File: config.mk
export PLATFORM = sky130hd
export DESIGN_NAME = intersection_ctrl
export DESIGN_NICKNAME = d
export VERILOG_FILES = /design/src/rtl/intersection_pkg.sv /design/src/rtl/interval_timer.sv /design/src/rtl/intersection_ctrl.sv
export SDC_FILE = /design/constraint.sdc
export NUM_CORES = 1
export LEC_CHECK = 0
export CAP_MARGIN = 30
export CORE_MARGIN = 5
export CORE_UTILIZATION = 35
export CTS_CLUSTER_DIAMETER = 120
export CTS_CLUSTER_SIZE = 28
export DETAILED_ROUTE_END_ITERATION = 8
export PLACE_DENSITY = 0.58
export SYNTH_ARGS = -nofsm -noshare
export SYNTH_HDL_FRONTEND = slang
export SYNTH_SLANG_ARGS = --single-unit
File: constraint.sdc
create_clock -name clk -period 2.4 [get_ports clk]
set_input_delay 0.36 -clock clk [delete_from_list [all_inputs] [get_ports clk]]
set_output_delay 0.36 -clock clk [all_outputs]
set_load 0.1 [all_outputs]
File: src/rtl/intersection_pkg.sv
// -----------------------------------------------------------------------------
// intersection_pkg
// Shared definitions for the intersection signal controller:
//   - lamp codes driven per phase onto outLight
//   - controller state encoding
//   - phase_width(): width of the phase index, never less than one bit
// No ports; imported by interval_timer and intersection_ctrl.
// -----------------------------------------------------------------------------
package intersection_pkg;

    localparam logic [1:0] LIGHT_RED    = 2'b00;
    localparam logic [1:0] LIGHT_GREEN  = 2'b01;
    localparam logic [1:0] LIGHT_YELLOW = 2'b10;
    localparam logic [1:0] LIGHT_DARK   = 2'b11;

    typedef enum logic [2:0] {
        sClear  = 3'd0,
        sGreen  = 3'd1,
        sYellow = 3'd2,
        sWalk   = 3'd3,
        sFlash  = 3'd4
    } state_t;

    // Index width for n phases; a two-phase controller still needs one bit.
    function automatic int phase_width(input int n);
        if (n <= 2) begin
            return 1;
        end else begin
            return $clog2(n);
        end
    endfunction

endpackage

File: src/rtl/interval_timer.sv
// -----------------------------------------------------------------------------
// interval_timer
// Counts timebase ticks within the current controller interval.
//   clk   in   master clock
//   rstb  in   synchronous active-low reset, count -> 0
//   tick  in   one-cycle timebase enable, +1 per tick
//   clr   in   synchronous clear; wins over a coincident tick
//   count out  C_TW-bit tick count, saturates at all-ones
// -----------------------------------------------------------------------------
module interval_timer
    import intersection_pkg::*;
#(
    parameter int C_TW = 8
) (
    input  logic            clk,
    input  logic            rstb,
    input  logic            tick,
    input  logic            clr,
    output logic [C_TW-1:0] count
);

    localparam logic [C_TW-1:0] COUNT_MAX  = {C_TW{1'b1}};
    localparam logic [C_TW-1:0] COUNT_ZERO = {C_TW{1'b0}};
    localparam logic [C_TW-1:0] COUNT_ONE  = {{(C_TW-1){1'b0}}, 1'b1};

    logic [C_TW-1:0] count_r;

    // Tick counter with clear priority and saturation at the top value.
    always_ff @(posedge clk) begin
        if (!rstb) begin
            count_r <= COUNT_ZERO;
        end else if (clr) begin
            count_r <= COUNT_ZERO;
        end else if (tick && (count_r != COUNT_MAX)) begin
            count_r <= count_r + COUNT_ONE;
        end else begin
            count_r <= count_r;
        end
    end

    assign count = count_r;

endmodule

File: src/rtl/intersection_ctrl.sv
// -----------------------------------------------------------------------------
// intersection_ctrl
// Round-robin signal controller for C_PHASES conflicting vehicle phases with
// demand skipping, minimum-green gap-out, all-red clearance, an exclusive
// pedestrian walk interval and a night flashing-yellow mode.
//   clk           in   master clock
//   rstb          in   synchronous active-low reset
//   tick          in   one-cycle timebase enable (interval unit)
//   inMode        in   1 = pedestrian priority, 0 = vehicle priority
//   inFlash       in   night flash request, honoured only during all-red
//   inPedestrian  in   pedestrian button (latched until walk is served)
//   inTraffic     in   per-phase vehicle presence
//   outLight      out  per-phase lamp code, phase k on bits [2k+1:2k]
//   outWalk       out  walk lamp
//   outPhase      out  current or last served phase index
// All outputs are registers; lamps are decoded from the next state so they
// change on the same edge as the state register.
// -----------------------------------------------------------------------------
module intersection_ctrl
    import intersection_pkg::*;
#(
    parameter int C_PHASES        = 2,
    parameter int C_TW            = 8,
    parameter int C_INT_GREEN     = 200,
    parameter int C_INT_MIN_GREEN = 40,
    parameter int C_INT_YELLOW    = 20,
    parameter int C_INT_CLEAR     = 5,
    parameter int C_INT_WALK      = 100
) (
    input  logic                                  clk,
    input  logic                                  rstb,
    input  logic                                  tick,
    input  logic                                  inMode,
    input  logic                                  inFlash,
    input  logic                                  inPedestrian,
    input  logic [C_PHASES-1:0]                   inTraffic,
    output logic [2*C_PHASES-1:0]                 outLight,
    output logic                                  outWalk,
    output logic [phase_width(C_PHASES)-1:0]      outPhase
);

    localparam int PW = phase_width(C_PHASES);

    localparam logic [C_TW-1:0] T_GREEN     = C_TW'(C_INT_GREEN);
    localparam logic [C_TW-1:0] T_MIN_GREEN = C_TW'(C_INT_MIN_GREEN);
    localparam logic [C_TW-1:0] T_YELLOW    = C_TW'(C_INT_YELLOW);
    localparam logic [C_TW-1:0] T_CLEAR     = C_TW'(C_INT_CLEAR);
    localparam logic [C_TW-1:0] T_WALK      = C_TW'(C_INT_WALK);
    localparam logic [PW-1:0]   LAST_PHASE  = PW'(C_PHASES - 1);

    // Parameter legality is settled at elaboration.
    if ((C_PHASES < 2) || (C_PHASES > 8)) begin : g_bad_phases
        $error("intersection_ctrl: C_PHASES must be in 2..8");
    end
    if ((C_INT_GREEN >= (1 << C_TW)) || (C_INT_MIN_GREEN >= (1 << C_TW)) ||
        (C_INT_YELLOW >= (1 << C_TW)) || (C_INT_CLEAR >= (1 << C_TW)) ||
        (C_INT_WALK >= (1 << C_TW))) begin : g_bad_interval
        $error("intersection_ctrl: an interval does not fit in C_TW bits");
    end
    if (C_INT_MIN_GREEN > C_INT_GREEN) begin : g_bad_min_green
        $error("intersection_ctrl: C_INT_MIN_GREEN exceeds C_INT_GREEN");
    end

    // First phase after cur (cyclically, cur itself last) that has demand;
    // with no demand anywhere the plain successor is served.
    function automatic logic [PW-1:0] next_phase(input logic [PW-1:0]       cur,
                                                 input logic [C_PHASES-1:0] traffic);
        logic [PW-1:0] result;
        logic          found;
        int            idx;
        result = (cur == LAST_PHASE) ? {PW{1'b0}} : (cur + {{(PW-1){1'b0}}, 1'b1});
        found  = 1'b0;
        for (int k = 1; k <= C_PHASES; k++) begin
            idx = (int'(cur) + k) % C_PHASES;
            if (!found && traffic[idx]) begin
                found  = 1'b1;
                result = PW'(idx);
            end else begin
                found  = found;
            end
        end
        return result;
    endfunction

    state_t                state_r;
    state_t                state_s;
    logic [PW-1:0]         phase_r;
    logic [PW-1:0]         phase_s;
    logic                  ped_r;
    logic                  ped_s;
    logic                  tog_r;
    logic                  tog_s;
    logic [2*C_PHASES-1:0] light_r;
    logic [2*C_PHASES-1:0] light_s;
    logic                  walk_r;
    logic                  walk_s;
    logic [C_TW-1:0]       timer_s;
    logic                  timer_clr_s;
    logic                  gap_out_s;
    logic                  ped_exit_s;
    logic [C_PHASES-1:0]   other_traffic_s;

    // Interval timer restarts whenever the controller changes state.
    interval_timer #(
        .C_TW (C_TW)
    ) u_timer (
        .clk   (clk),
        .rstb  (rstb),
        .tick  (tick),
        .clr   (timer_clr_s),
        .count (timer_s)
    );

    // Next state, next served phase and early-exit conditions.
    always_comb begin
        state_s         = state_r;
        phase_s         = phase_r;
        other_traffic_s = inTraffic & ~({{(C_PHASES-1){1'b0}}, 1'b1} << phase_r);
        gap_out_s       = !inTraffic[phase_r] && (other_traffic_s != {C_PHASES{1'b0}});
        ped_exit_s      = inMode && ped_r;
        case (state_r)
            sClear: begin
                if (inFlash) begin
                    state_s = sFlash;
                end else if (timer_s >= T_CLEAR) begin
                    if (ped_r) begin
                        state_s = sWalk;
                    end else begin
                        state_s = sGreen;
                        phase_s = next_phase(phase_r, inTraffic);
                    end
                end else begin
                    state_s = sClear;
                end
            end
            sGreen: begin
                if ((timer_s >= T_GREEN) ||
                    ((timer_s >= T_MIN_GREEN) && (ped_exit_s || gap_out_s))) begin
                    state_s = sYellow;
                end else begin
                    state_s = sGreen;
                end
            end
            sYellow: begin
                if (timer_s >= T_YELLOW) begin
                    state_s = sClear;
                end else begin
                    state_s = sYellow;
                end
            end
            sWalk: begin
                if (timer_s >= T_WALK) begin
                    state_s = sClear;
                end else begin
                    state_s = sWalk;
                end
            end
            sFlash: begin
                if (!inFlash) begin
                    state_s = sClear;
                end else begin
                    state_s = sFlash;
                end
            end
            default: begin
                state_s = sClear;
            end
        endcase
        timer_clr_s = (state_s != state_r);
    end

    // Pedestrian latch and flash toggle updates.
    always_comb begin
        ped_s = ped_r;
        tog_s = 1'b0;
        // Entering walk consumes the request; presses during walk are ignored.
        if ((state_s == sWalk) && (state_r != sWalk)) begin
            ped_s = 1'b0;
        end else if ((state_r != sWalk) && inPedestrian) begin
            ped_s = 1'b1;
        end else begin
            ped_s = ped_r;
        end
        if ((state_r == sFlash) && (state_s == sFlash)) begin
            tog_s = tick ? !tog_r : tog_r;
        end else begin
            tog_s = 1'b0;
        end
    end

    // Lamp decode from the next state so lamps track the state register.
    always_comb begin
        light_s = {(2*C_PHASES){1'b0}};
        walk_s  = (state_s == sWalk);
        for (int k = 0; k < C_PHASES; k++) begin
            case (state_s)
                sGreen: begin
                    light_s[2*k +: 2] = (PW'(k) == phase_s) ? LIGHT_GREEN : LIGHT_RED;
                end
                sYellow: begin
                    light_s[2*k +: 2] = (PW'(k) == phase_s) ? LIGHT_YELLOW : LIGHT_RED;
                end
                sFlash: begin
                    light_s[2*k +: 2] = tog_s ? LIGHT_YELLOW : LIGHT_DARK;
                end
                default: begin
                    light_s[2*k +: 2] = LIGHT_RED;
                end
            endcase
        end
    end

    // Controller state and registered outputs.
    always_ff @(posedge clk) begin
        if (!rstb) begin
            state_r <= sClear;
            phase_r <= LAST_PHASE;
            ped_r   <= 1'b0;
            tog_r   <= 1'b0;
            light_r <= {(2*C_PHASES){1'b0}};
            walk_r  <= 1'b0;
        end else begin
            state_r <= state_s;
            phase_r <= phase_s;
            ped_r   <= ped_s;
            tog_r   <= tog_s;
            light_r <= light_s;
            walk_r  <= walk_s;
        end
    end

    assign outLight = light_r;
    assign outWalk  = walk_r;
    assign outPhase = phase_r;

endmodule

==> results_dict.tcl <==
set metrics [dict create \
    status "completed" \
    port_buffers 13 \
    start_util 0.369 \
    setup_violations 0 \
    critPathRequiredTime_ns 2.59 \
    tightest_slew_ns 0.587 \
    drv_slew 0 \
    clock-sinks 19 \
    drt_wl_total_mm 2.06 \
    synth_edf_count 0 \
    ir_worst_vdd_mv 0.285 \
    hold_ws_ns 0.553 \
    fin_nets 146 \
    async_flop_share 0 \
    antenna_cells 0 \
    power_leakage_uw 0.000475 \
    place_area_sq_um 1180 \
    syn_nets 130 \
    timing.fmax_ghz 0.460 \
    period_needed_ns 2.17 \
    coreArea_sq_um 2810 \
    path_clk_slew_ns 0.10 \
    ff2ff_setup_slack_ns 0.23 \
    core.rowCount 19 \
    min_from "tog_r" \
    cts_tree "yes" \
    area_growth_pct 16.8 \
    avgRoutedWirePerCell_microns 12.6 \
    synth-seq-cells 19 \
    crit_type "reg2reg" \
    cp_max_fo 6 \
    grt_first_pass_wirelength_mm 3.80 \
    worstHoldPathCells 3 \
    grt-ovfl-total 0 \
    syn_avg_cell_area_sq_um 8.78 \
    power_density_nw_per_um2 466 \
    slew_headroom 0.609 \
    fin_tns_setup_ns 0 \
    cts_buffer_depth 2 \
    utilization 0.431 \
    end_kind "flop" \
    grt_antenna_before_repair 0 \
    globalplace.congestion 0.780 \
    grt_max_degree 11 \
    drt-initial-drc-count 13 \
    die_w_microns 64.4 \
    min_to "tog_r" \
    skew_ns 0.00434 \
    clock_latency_ns 0.28 \
    reg2reg_to "outLight[3]" \
    hold_viol 0 \
    crit_path_start_kind "flop" \
    cts_root_buf "clkbuf_4" \
    final_cell_mix "dfxtp_1, nor3_1, nor2_1" \
    r2r_start "u_timer.count[1]" \
    arrival_ns 2.36 \
    layout-drive-gt1-share 0.128 \
    drt-vias-per-instance 5.51 \
    postRouteAntennaNets 0 \
    hpwl_mm 1.64 \
    htreeDepth 1 \
    rsz0062_at_grt "no" \
    yosys_warnings 0 \
    maxCapViolations 0 \
    grt_pass1_vias 866 \
    drc 0 \
    yosys.area.top_type "dfxtp_1" \
    worstHoldPathType "reg2reg" \
    ys_types 43 \
    final_common_cell "dfxtp_1" \
    ys_seq_area_frac 0.367 \
    rr_worst_depth 7 \
    synthTopCellsByArea "dfxtp_1, ha_1, nor3_1" \
    period_share 0.906 \
    die_h_microns 64.4 \
    num_vias 904 \
    cts_buffers 3 \
    netlist_instances 118 \
    dieArea_sq_um 4150 \
    finalInstanceArea_sq_um 1210 \
    firstDrtPassIters 4 \
    synth_flop_cell "dfxtp_1" \
    syn_area_sq_um 1040 \
    io_pins 14 \
    p_total_uw 564 \
    synth_top_area_frac 0.367 \
    grt_use_total 0.113 \
]
[state kept, by name, summed over array words and instances (netlist names)]
name and flops:
state_r 3, outWalk 1, u_timer.count 8, ped_r 1, outLight 4, tog_r 1
outPhase 1
[worst max path at each step]
stage	start	to	slack, ns	depth (start not counted)
floorplan	outPhase	outLight[1]	0.34	5
global placement	inTraffic[1]	u_timer.count[7]	-0.02	6
detailed placement	inTraffic[1]	u_timer.count[3]	-0.06	6
CTS	u_timer.count[1]	outLight[3]	0.21	7
global route	u_timer.count[1]	outLight[3]	0.03	7
finish	u_timer.count[1]	outLight[3]	0.23	7
[where the power goes]
part	internal (uW)	switching, uW
clock	64.4	89.8
sequential	323	7.57
combinational	28.2	50.8
[area by class of cell]
class	instances	area, sq um
flip-flops and latches	19	382
inverters	6	22.5
multi-input cells	90	618
repair buffers	14	123
fillers	281	1600
clock buffers	4	26.3
well taps	31	38.8
[logic make-up (layout without fill, tap and decap cells)]
kind of cell / after synthesis / after routing / synth area share
buf+inv: 9 / 24 / 0.0411
xor+xnor: 8 / 8 / 0.0676
compound gates: 24 / 24 / 0.179
fa+ha+maj: 4 / 4 / 0.0483
simple gates: 52 / 52 / 0.277
flops: 19 / 19 / 0.367
mux: 2 / 2 / 0.0205
[cells in the mapped netlist, drive strengths merged, types with 3 or more instances]
cell   instances
nor3          10
xnor2          3
nand3          6
nor2           9
xor2           5
nand4          3
inv            6
a21oi          6
nand2          7
dfxtp         19
ha             4
nor3b          4
[per-stage QoR]
| step | instances | worst slack (ns) |
|---|---|---|
| after floorplan | 118 | 0.336 |
| after global placement | 160 | -0.0168 |
| after detailed placement | 160 | -0.0640 |
| after CTS | 164 | 0.213 |
| after global routing | 164 | 0.0259 |
| final | 164 | 0.226 |
[worst max-delay path, stage by stage, from the launching register on]
cell and delay, ns:
dfxtp_1 0.38, inv_1 0.10, ha_1 0.17, nand2b_1 0.15, a211o_1 0.36, and3_4 0.21, a221o_1 0.35, o41ai_1 0.36
[layer usage]
layer  wire length [microns]  global-route usage  share of wire  vias up
met4                      20              0.0396         0.0097        0
met2                     967               0.174           0.47        5
met5                       0                   0              0        -
li1                        -                   -              -      467
met1                    1020               0.155           0.49      430
met3                      56              0.0245          0.027        2
[what timing repair did]
action	CTS	global route
endpoints found under the setup margin	0	3
setup buffers	0	0
hold buffers	0	0
resized for setup	0	1
Note: power is estimated with default switching activity, not from simulation.
